<file path="src/rtl/apb_arb_pkg.sv">
// Shared types and constants for the two-requester APB arbiter.
package apb_arb_pkg;

  typedef enum logic [1:0] {
    IDLE     = 2'd0,
    ISSUE    = 2'd1,
    SETUP_W  = 2'd2,
    ACCESS_W = 2'd3
  } arb_state_e;

  localparam int   NUM_REQ = 2;
  localparam logic REQ0    = 1'b0;
  localparam logic REQ1    = 1'b1;

  // Round-robin pick: on a tie the requester not granted last wins.
  function automatic logic rr_pick(input logic [NUM_REQ-1:0] pending,
                                   input logic               last_grant);
    if (pending[REQ0] && pending[REQ1]) return ~last_grant;
    return pending[REQ1] ? REQ1 : REQ0;
  endfunction

endpackage

</file>
<file path="src/rtl/apb_arb_slot.sv">
// One-deep pending slot: captures a request while idle, holds it until the
// arbiter reports completion.
module apb_arb_slot #(
  parameter int ADDR_W = 32,
  parameter int DATA_W = 32
) (
  input  logic              PCLK,
  input  logic              PRESET,
  input  logic              transfer,
  input  logic              write,
  input  logic [ADDR_W-1:0] addr,
  input  logic [DATA_W-1:0] wdata,
  input  logic              clear,
  output logic              busy,
  output logic              slot_write,
  output logic [ADDR_W-1:0] slot_addr,
  output logic [DATA_W-1:0] slot_wdata
);

  // NOTE: sequential state uses non-blocking assignments so every flop
  // samples pre-edge values regardless of block evaluation order.
  always_ff @(posedge PCLK or posedge PRESET) begin
    if (PRESET) begin
      busy       <= 1'b0;
      slot_write <= 1'b0;
      slot_addr  <= '0;
      slot_wdata <= '0;
    end else if (clear) begin
      busy <= 1'b0;
    end else if (transfer && !busy) begin
      busy       <= 1'b1;
      slot_write <= write;
      slot_addr  <= addr;
      slot_wdata <= wdata;
    end
  end

endmodule

</file>
<file path="src/rtl/apb_arbiter.sv">
// Two-requester arbiter in front of an APB master's internal port.
// Define APB_ARB_FIXED_PRIO_EN for fixed priority (req0 wins ties).
module apb_arbiter
  import apb_arb_pkg::*;
#(
  parameter int ADDR_W = 32,
  parameter int DATA_W = 32
) (
  input  logic              PCLK,
  input  logic              PRESET,
  input  logic              req0_transfer,
  input  logic              req0_write,
  input  logic [ADDR_W-1:0] req0_addr,
  input  logic [DATA_W-1:0] req0_wdata,
  output logic              req0_busy,
  output logic              req0_ready,
  output logic [DATA_W-1:0] req0_rdata,
  input  logic              req1_transfer,
  input  logic              req1_write,
  input  logic [ADDR_W-1:0] req1_addr,
  input  logic [DATA_W-1:0] req1_wdata,
  output logic              req1_busy,
  output logic              req1_ready,
  output logic [DATA_W-1:0] req1_rdata,
  output logic              m_transfer,
  output logic              m_write,
  output logic [ADDR_W-1:0] m_addr,
  output logic [DATA_W-1:0] m_wdata,
  input  logic              m_ready,
  input  logic [DATA_W-1:0] m_rdata
);

  arb_state_e state_q, state_d;
  logic       grant, complete, winner, owner_q;

  logic [NUM_REQ-1:0] xfer_in, wr_in, busy, slot_write, slot_clear, ready_q;
  logic [ADDR_W-1:0]  addr_in    [NUM_REQ];
  logic [ADDR_W-1:0]  slot_addr  [NUM_REQ];
  logic [DATA_W-1:0]  wdata_in   [NUM_REQ];
  logic [DATA_W-1:0]  slot_wdata [NUM_REQ];
  logic [DATA_W-1:0]  rdata_q    [NUM_REQ];

  assign xfer_in        = {req1_transfer, req0_transfer};
  assign wr_in          = {req1_write, req0_write};
  assign addr_in[REQ0]  = req0_addr;
  assign addr_in[REQ1]  = req1_addr;
  assign wdata_in[REQ0] = req0_wdata;
  assign wdata_in[REQ1] = req1_wdata;
  assign slot_clear     = {complete & owner_q, complete & ~owner_q};

  for (genvar r = 0; r < NUM_REQ; r++) begin : g_slot
    apb_arb_slot #(.ADDR_W(ADDR_W), .DATA_W(DATA_W)) u_slot (
      .PCLK       (PCLK),
      .PRESET     (PRESET),
      .transfer   (xfer_in[r]),
      .write      (wr_in[r]),
      .addr       (addr_in[r]),
      .wdata      (wdata_in[r]),
      .clear      (slot_clear[r]),
      .busy       (busy[r]),
      .slot_write (slot_write[r]),
      .slot_addr  (slot_addr[r]),
      .slot_wdata (slot_wdata[r])
    );
  end

`ifdef APB_ARB_FIXED_PRIO_EN
  assign winner = busy[REQ0] ? REQ0 : REQ1;
`else
  logic last_grant_q;

  assign winner = rr_pick(busy, last_grant_q);

  always_ff @(posedge PCLK or posedge PRESET) begin
    if (PRESET)     last_grant_q <= REQ1;
    else if (grant) last_grant_q <= winner;
  end
`endif

  always_ff @(posedge PCLK or posedge PRESET) begin
    if (PRESET) state_q <= IDLE;
    else        state_q <= state_d;
  end

  // In IDLE nothing is in flight, so busy equals "pending".
  always_comb begin
    // NOTE: defaults first so no path through the case leaves a signal
    // unassigned, which would infer a latch.
    state_d  = state_q;
    grant    = 1'b0;
    complete = 1'b0;
    unique case (state_q)
      IDLE: begin
        if (|busy) begin
          grant   = 1'b1;
          state_d = ISSUE;
        end
      end
      ISSUE:   state_d = SETUP_W;
      SETUP_W: state_d = ACCESS_W;
      ACCESS_W: begin
        if (m_ready) begin
          complete = 1'b1;
          state_d  = IDLE;
        end
      end
      default: state_d = IDLE;
    endcase
  end

  assign m_transfer = (state_q == ISSUE);

  // Master-side fields are frozen from grant until the next grant.
  always_ff @(posedge PCLK or posedge PRESET) begin
    if (PRESET) begin
      owner_q       <= REQ0;
      m_write       <= 1'b0;
      m_addr        <= '0;
      m_wdata       <= '0;
      ready_q       <= '0;
      rdata_q[REQ0] <= '0;
      rdata_q[REQ1] <= '0;
    end else begin
      ready_q <= '0;
      if (grant) begin
        owner_q <= winner;
        m_write <= slot_write[winner];
        m_addr  <= slot_addr[winner];
        m_wdata <= slot_wdata[winner];
      end
      if (complete) begin
        ready_q[owner_q] <= 1'b1;
        rdata_q[owner_q] <= m_rdata;
      end
    end
  end

  assign req0_busy  = busy[REQ0];
  assign req1_busy  = busy[REQ1];
  assign req0_ready = ready_q[REQ0];
  assign req1_ready = ready_q[REQ1];
  assign req0_rdata = rdata_q[REQ0];
  assign req1_rdata = rdata_q[REQ1];

endmodule

</file>
<file path="config.mk">
export PLATFORM = sky130hd
export DESIGN_NAME = apb_arbiter
export DESIGN_NICKNAME = d
export VERILOG_FILES = /design/src/rtl/apb_arb_pkg.sv /design/src/rtl/apb_arb_slot.sv /design/src/rtl/apb_arbiter.sv
export SDC_FILE = /design/constraint.sdc
export NUM_CORES = 1
export LEC_CHECK = 0
export CORE_MARGIN = 1.5
export CORE_UTILIZATION = 43
export CTS_CLUSTER_SIZE = 10
export DETAILED_ROUTE_END_ITERATION = 8
export PLACE_DENSITY = 0.72
export SLEW_MARGIN = 5
export SYNTH_ARGS = -nofsm -noshare
export SYNTH_HDL_FRONTEND = slang
export SYNTH_HIERARCHICAL = 1
export SYNTH_SLANG_ARGS = --single-unit
export TNS_END_PERCENT = 10
</file>
<file path="constraint.sdc">
create_clock -name PCLK -period 5.5 [get_ports PCLK]
set_clock_uncertainty 0.15 [all_clocks]
set_input_delay 1.65 -clock PCLK [delete_from_list [all_inputs] [get_ports PCLK]]
set_output_delay 1.65 -clock PCLK [all_outputs]
set_load 0.05 [all_outputs]
</file>
==> results of run 1 <==
==> layout make-up <==
cell class / instances / area share [%]
Clock buffer: 45 / 5.725
Timing Repair Buffer: 313 / 21.26
Antenna cell: 3 / 0.05127
Tap cell: 324 / 2.769
Inverter: 7 / 0.2136
Multi-Input combinational cell: 480 / 24.34
Sequential cell: 267 / 45.64
==> power groups by stage <==
stage	Clock (mW)	Combinational (mW)	Sequential (mW)
after floorplan	0	1.77	5.13
after detailed placement	0	5.04	3.54
after global routing	1.87	5.34	3.65
final	1.75	4.99	3.52
after global placement	0	4.93	3.51
after CTS	1.80	5.05	3.52
==> metrics by stage <==
step / cells / util [%] / hold slack, ns / power [mW]
2_1_floorplan: 802 / - / 0.3080 / 6.898
3_3_place_gp: 1391 / 56.90 / 0.3170 / 8.447
3_5_place_dp: 1391 / 56.90 / 0.3245 / 8.578
4_1_cts: 1436 / 60.36 / 0.3370 / 10.37
5_1_grt: 1438 / 60.38 / 0.3430 / 10.86
6_report: 1439 / 60.39 / 0.3335 / 10.26
==> cell families after synthesis <==
kind of cell	after synthesis	share of synthesized area, %
AO/OA/AOI/OAI	138	6.690
adder cells (fa/ha/maj)	5	0.5900
buffers and inverters	55	3.669
flip-flops	267	63.02
multiplexers	196	20.80
AND/OR/NAND/NOR	141	5.227
==> synthesized netlist by cell type (all sizes together) <==
cell,number
mux2,195
mux2i,1
o21ai,1
dfrtp,266
inv,7
nand3,1
a31oi,1
ha,5
clkbuf,4
dfstp,1
o21a,1
buf,44
nor3b,2
a22o,1
nand3b,1
nand2,65
nor2b,1
a21boi,1
a21bo,1
a21oi,132
nor2,71
==> routing by layer <==
| layer | track usage (%) | vias to the layer above |
|---|---|---|
| met1 | 27.92 | 3660 |
| li1 | - | 3344 |
| met3 | 5.169 | 58 |
| met2 | 36.90 | 247 |
| met4 | 8.751 | 2 |
| met5 | 0 | - |
==> state kept, by name, indices dropped and copies added, names as in the netlist, 32 cells and up <==
| signal | flops |
|---|---|
| m_addr | 32 |
| m_wdata | 32 |
| g_slot.u_slot/slot_wdata | 64 |
| g_slot.u_slot/slot_addr | 64 |
| req1_rdata | 32 |
| req0_rdata | 32 |
==> how the worst max path moves through the flow <==
| stage | cells past startpoint | endpoint |
|---|---|---|
| global placement | 6 | g_slot[1].u_slot/slot_wdata[27] |
| floorplan | 1 | m_addr[0] |
| global route | 1 | req0_busy |
| detailed placement | 6 | g_slot[1].u_slot/slot_wdata[30] |
| finish | 1 | req0_busy |
| CTS | 1 | req0_busy |
==> impl_metrics.json, run 1 <==
{
  "outcome": "completed",
  "top_layer_used": "met5",
  "tightest_slew_ns": 0.8496,
  "nNetsFinal": 1271,
  "die_height_um": 160.0,
  "ys_seq_elements": 267,
  "viasPerCell": 5.081,
  "yosysUniqueCellTypes": 25,
  "clkLatencyLatePin_ns": 0.53,
  "wl_per_cell_um": 19.22,
  "rows": 57,
  "rsz0062_at_grt": "false",
  "num-fill-cells": 1977,
  "path_class": "reg2out",
  "start_util_pct": 43.73,
  "ff2ff_setup_slack_ns": 2.92,
  "gp_congestion": 0.7938,
  "fin_crit_ns": 3.896,
  "grt_pass1_wl_um": 44300,
  "die_area_sq_um": 25610,
  "crit_buf_inv": 1,
  "mostFrequentLayoutCells": "clkdlybuf4s50_1 (300), dfrtp_1 (266), a21oi_1 (132)",
  "cts-buffers-inserted": 30,
  "setup_tns_ns": 0,
  "syn_inst": 802,
  "pre_cts_slack_ns": 1.735,
  "power.share.combinational_pct": 48.7,
  "cts_tree": "built",
  "r2r_cells": 6,
  "grt_max_degree": 70,
  "design_area_sq_um": 14640,
  "drtAntennaViolNets": 0,
  "clkPwrFrac_pct": 17.0,
  "p_sw_share_pct": 43.26,
  "drv_slew": 0,
  "internal_power_mw": 5.822,
  "ios": 301,
  "antenna_found_initial": 3,
  "p_seq_share_pct": 34.3,
  "critPathRequiredTime_ns": 3.70,
  "drcViolationCount": 0,
  "r2r_start": "state_q[0]",
  "worstPathMaxFanout": 9,
  "cts_resized": 0,
  "synth_fp_nets": 974,
  "areaGrowthSynthToFinish_pct": 38.09,
  "clk_pin_slew_ns": 0.06,
  "p_sw_mw": 4.439,
  "post_cts_buffers": 0,
  "hpwlAfterDp_um": 18230,
  "hold_depth": 1,
  "hp-start": "g_slot[1].u_slot/slot_wdata[5]",
  "critPathTopFamily": "buffers and inverters",
  "layout_commonest_cell": "clkdlybuf4s50_1",
  "drive_gt1_share_pct": 11.33,
  "h-tree-depth": 1,
  "coreArea_sq_um": 24250,
  "drtIter0Drc": 303,
  "synth_top_cell_by_area": "dfrtp_1",
  "cts_sinks": 267,
  "maxSlewHeadroom_pct": 43.14,
  "end_kind": "output port",
  "wl_met2_um": 13350,
  "period_share_pct": 70.83,
  "hold_viol_final": 0,
  "clock.fmax_mhz": 256.7,
  "powerDensity_nw_per_um2": 700.8,
  "crit_chain": "clkdlybuf4s50_1",
  "synth_top_area_share_pct": 62.77,
  "cp-startpoint": "g_slot[0].u_slot/busy",
  "cts_root_buf": "clkbuf_16",
  "fin_ws_ns": 1.604,
  "wl_met1_um": 11540,
  "p_leak_nw": 6.275,
  "cts_hold_buf": 0,
  "worst_path_largest_cell_delay_ns": 0.93,
  "ff_latch_area_sq_um": 6683,
  "die_w_um": 160.0,
  "yosys-top-cells-area": "dfrtp_1 (63%), mux2_1 (13%), mux2_2 (7.5%), a21oi_1 (6.2%), nor2_1 (2.5%)",
  "start_kind": "flop",
  "final-setup-viol-count": 0,
  "min_to": "g_slot[1].u_slot/slot_wdata[5]",
  "place_area_sq_um": 13800,
  "firstDrtPassIters": 6,
  "grt_pass1_vias": 7932,
  "vias": 7311,
  "overflow": 0,
  "multiInputGateArea_sq_um": 3565,
  "synth_area_per_cell_sq_um": 13.22,
  "port_buffers": 300,
  "syn-cell-area_sq_um": 10600,
  "clockBufferDepth": 3,
  "reg2reg_to": "m_addr[29]",
  "totalWireLength_um": 27660,
  "hold_class": "reg2reg",
  "grt_use_total_pct": 22.11,
  "ys_seq_area_share_pct": 63.02,
  "cp.arrival_ns": 2.10,
  "dr_wl_met3_um": 1742,
  "yosysWarnings": 6,
  "ir_worst_vdd_v": 0.0003757,
  "slowest_stage": "clkdlybuf4s50_1",
  "maxCapViolCount": 0
}
(Power assumes the default switching activity.)
==> run 2: changes to the inputs <==
==> constraint.sdc (replaced) <==
create_clock -name PCLK -period 3.35 [get_ports PCLK]
set_clock_uncertainty 0.15 [all_clocks]
set_input_delay 1.005 -clock PCLK [delete_from_list [all_inputs] [get_ports PCLK]]
set_output_delay 1.005 -clock PCLK [all_outputs]
set_load 0.05 [all_outputs]
==> run 2 against run 1 <==
  * Core utilization rose by 0.59 points
  * Design area rose by 0.98%
  * Sequential share of layout area fell by 0.44 points
  * Global-route usage rose by 0.10 points
  * Final cell count rose by 0.21%
  * Largest cell class unchanged
==> impl_metrics.json, run 2 (synthesized netlist as in run 1, its figures left out) <==
{
  "hpwlAfterDp_um": 17870,
  "start_kind": "flop",
  "areaGrowthSynthToFinish_pct": 39.45,
  "cp.arrival_ns": 2.05,
  "top_regs": "g_slot.u_slot/slot_addr (64), g_slot.u_slot/slot_wdata (64)",
  "cts_sinks": 267,
  "hold_viol_final": 0,
  "start_util_pct": 43.73,
  "critPathRequiredTime_ns": 2.19,
  "worst_path_largest_cell_delay_ns": 0.93,
  "ir_worst_vdd_v": 0.0008357,
  "p_leak_nw": 6.324,
  "totalWireLength_um": 27780,
  "path_class": "reg2out",
  "slowest_stage": "clkdlybuf4s50_1",
  "hold_class": "reg2reg",
  "crit_buf_inv": 1,
  "grt_pass1_vias": 7925,
  "outcome": "completed",
  "drive_gt1_share_pct": 11.83,
  "drtIter0Drc": 330,
  "h-tree-depth": 1,
  "cts_resized": 0,
  "final-setup-viol-count": 0,
  "drtAntennaViolNets": 0,
  "clock.fmax_mhz": 311.9,
  "rsz0062_at_grt": "false",
  "powerDensity_nw_per_um2": 1151,
  "die_w_um": 160.0,
  "nNetsFinal": 1275,
  "antenna_found_initial": 3,
  "layout_commonest_cell": "clkdlybuf4s50_1",
  "cts_tree": "built",
  "tightest_slew_ns": 0.8370,
  "setup_tns_ns": 0,
  "p_sw_share_pct": 43.14,
  "grt_use_total_pct": 22.22,
  "firstDrtPassIters": 4,
  "dp.cells": 1394,
  "wl_per_cell_um": 19.26,
  "coreArea_sq_um": 24250,
  "maxCapViolCount": 0,
  "p_seq_share_pct": 34.1,
  "rows": 57,
  "viasPerCell": 5.123,
  "drv_slew": 0,
  "internal_power_mw": 9.677,
  "design_area_sq_um": 14790,
  "clockBufferDepth": 3,
  "gp_congestion": 0.7561,
  "post_cts_buffers": 0,
  "overflow": 0,
  "cts_hold_buf": 0,
  "drcViolationCount": 0,
  "worstPathMaxFanout": 9,
  "cts-buffers-inserted": 31,
  "fin_crit_ns": 3.206,
  "place_area_sq_um": 13920,
  "die_area_sq_um": 25610,
  "clkPwrFrac_pct": 17.3,
  "final_cells": 1442,
  "clk_pin_slew_ns": 0.05,
  "critPathTopFamily": "buffers and inverters",
  "crit_chain": "clkdlybuf4s50_1",
  "cts_root_buf": "clkbuf_16",
  "p_sw_mw": 7.341,
  "ios": 301,
  "mostFrequentLayoutCells": "clkdlybuf4s50_1 (300), dfrtp_1 (266), a21oi_1 (132)",
  "die_height_um": 160.0,
  "vias": 7388,
  "maxSlewHeadroom_pct": 44.20,
  "clkLatencyLatePin_ns": 0.55,
  "power.share.combinational_pct": 48.6,
  "grt_pass1_wl_um": 44740,
  "end_kind": "output port",
  "port_buffers": 300,
  "period_share_pct": 95.70,
  "grt_max_degree": 97
}
[run 2: cell types whose count changed in the layout (fill, tap and decap cells not counted)]
cell	previous run	this run
buf_12	1	9
diode_2	3	2
clkbuf_8	1	2
inv_2	2	0
clkinv_2	0	2
buf_4	12	7
clkbuf_1	13	11
clkinvlp_4	0	2
[run 2: cell type report]
cell class	instances	area (sq um)
Clock inverter	2	16.27
Fill cell	1980	9462
Multi-Input combinational cell	480	3565
Clock buffer	44	844.6
Sequential cell	267	6683
Timing Repair Buffer	316	3236
Tap cell	324	405.4
Antenna cell	2	5.005
Inverter	7	32.53
[run 2: stage by stage]
step           setup slack [ns]  hold WS (ns)  util [%]  total power [mW]
2_1_floorplan            0.5167        0.3080         -             11.33
3_5_place_dp             0.3911        0.3245     57.41             14.19
5_1_grt                 0.04904        0.3496     60.98             17.99
3_3_place_gp             0.4191        0.3167     57.41             13.99
4_1_cts                 0.09183        0.3368     60.96             17.20
6_report                 0.1441        0.3328     60.98             17.02
[run 2: worst paths after layout]
check | start | end | slack, ns | cells past startpoint
worst max-delay path | g_slot[1].u_slot/busy | req1_busy | 0.14 | 1
worst max register to register | state_q[0] | g_slot[0].u_slot/slot_wdata[22] | 1.21 | 6
max in group asynchronous | PRESET | m_wdata[15] | 1.65 | 3
worst min-delay path | g_slot[0].u_slot/slot_wdata[30] | g_slot[0].u_slot/slot_wdata[30] | 0.33 | 1
worst min register to register | g_slot[0].u_slot/slot_wdata[30] | g_slot[0].u_slot/slot_wdata[30] | 0.33 | 1
min in group asynchronous | PRESET | g_slot[0].u_slot/slot_addr[11] | 0.71 | 2
[run 2: power by group through the flow]
stage	Clock, mW	Sequential (mW)	Combinational, mW
after floorplan	0	8.42	2.91
after global placement	0	5.77	8.22
after detailed placement	0	5.83	8.37
after CTS	3.02	5.80	8.38
after global routing	3.16	6.00	8.83
final	2.94	5.80	8.28
[run 2: metal layers]
layer | track usage [%] | vias to the layer above | part of all wire (%)
li1 | - | 3365 | -
met4 | 7.477 | 2 | 2.6
met3 | 5.636 | 56 | 7.0
met2 | 37.13 | 275 | 49
met5 | 0 | - | 0.047
met1 | 28.22 | 3690 | 41
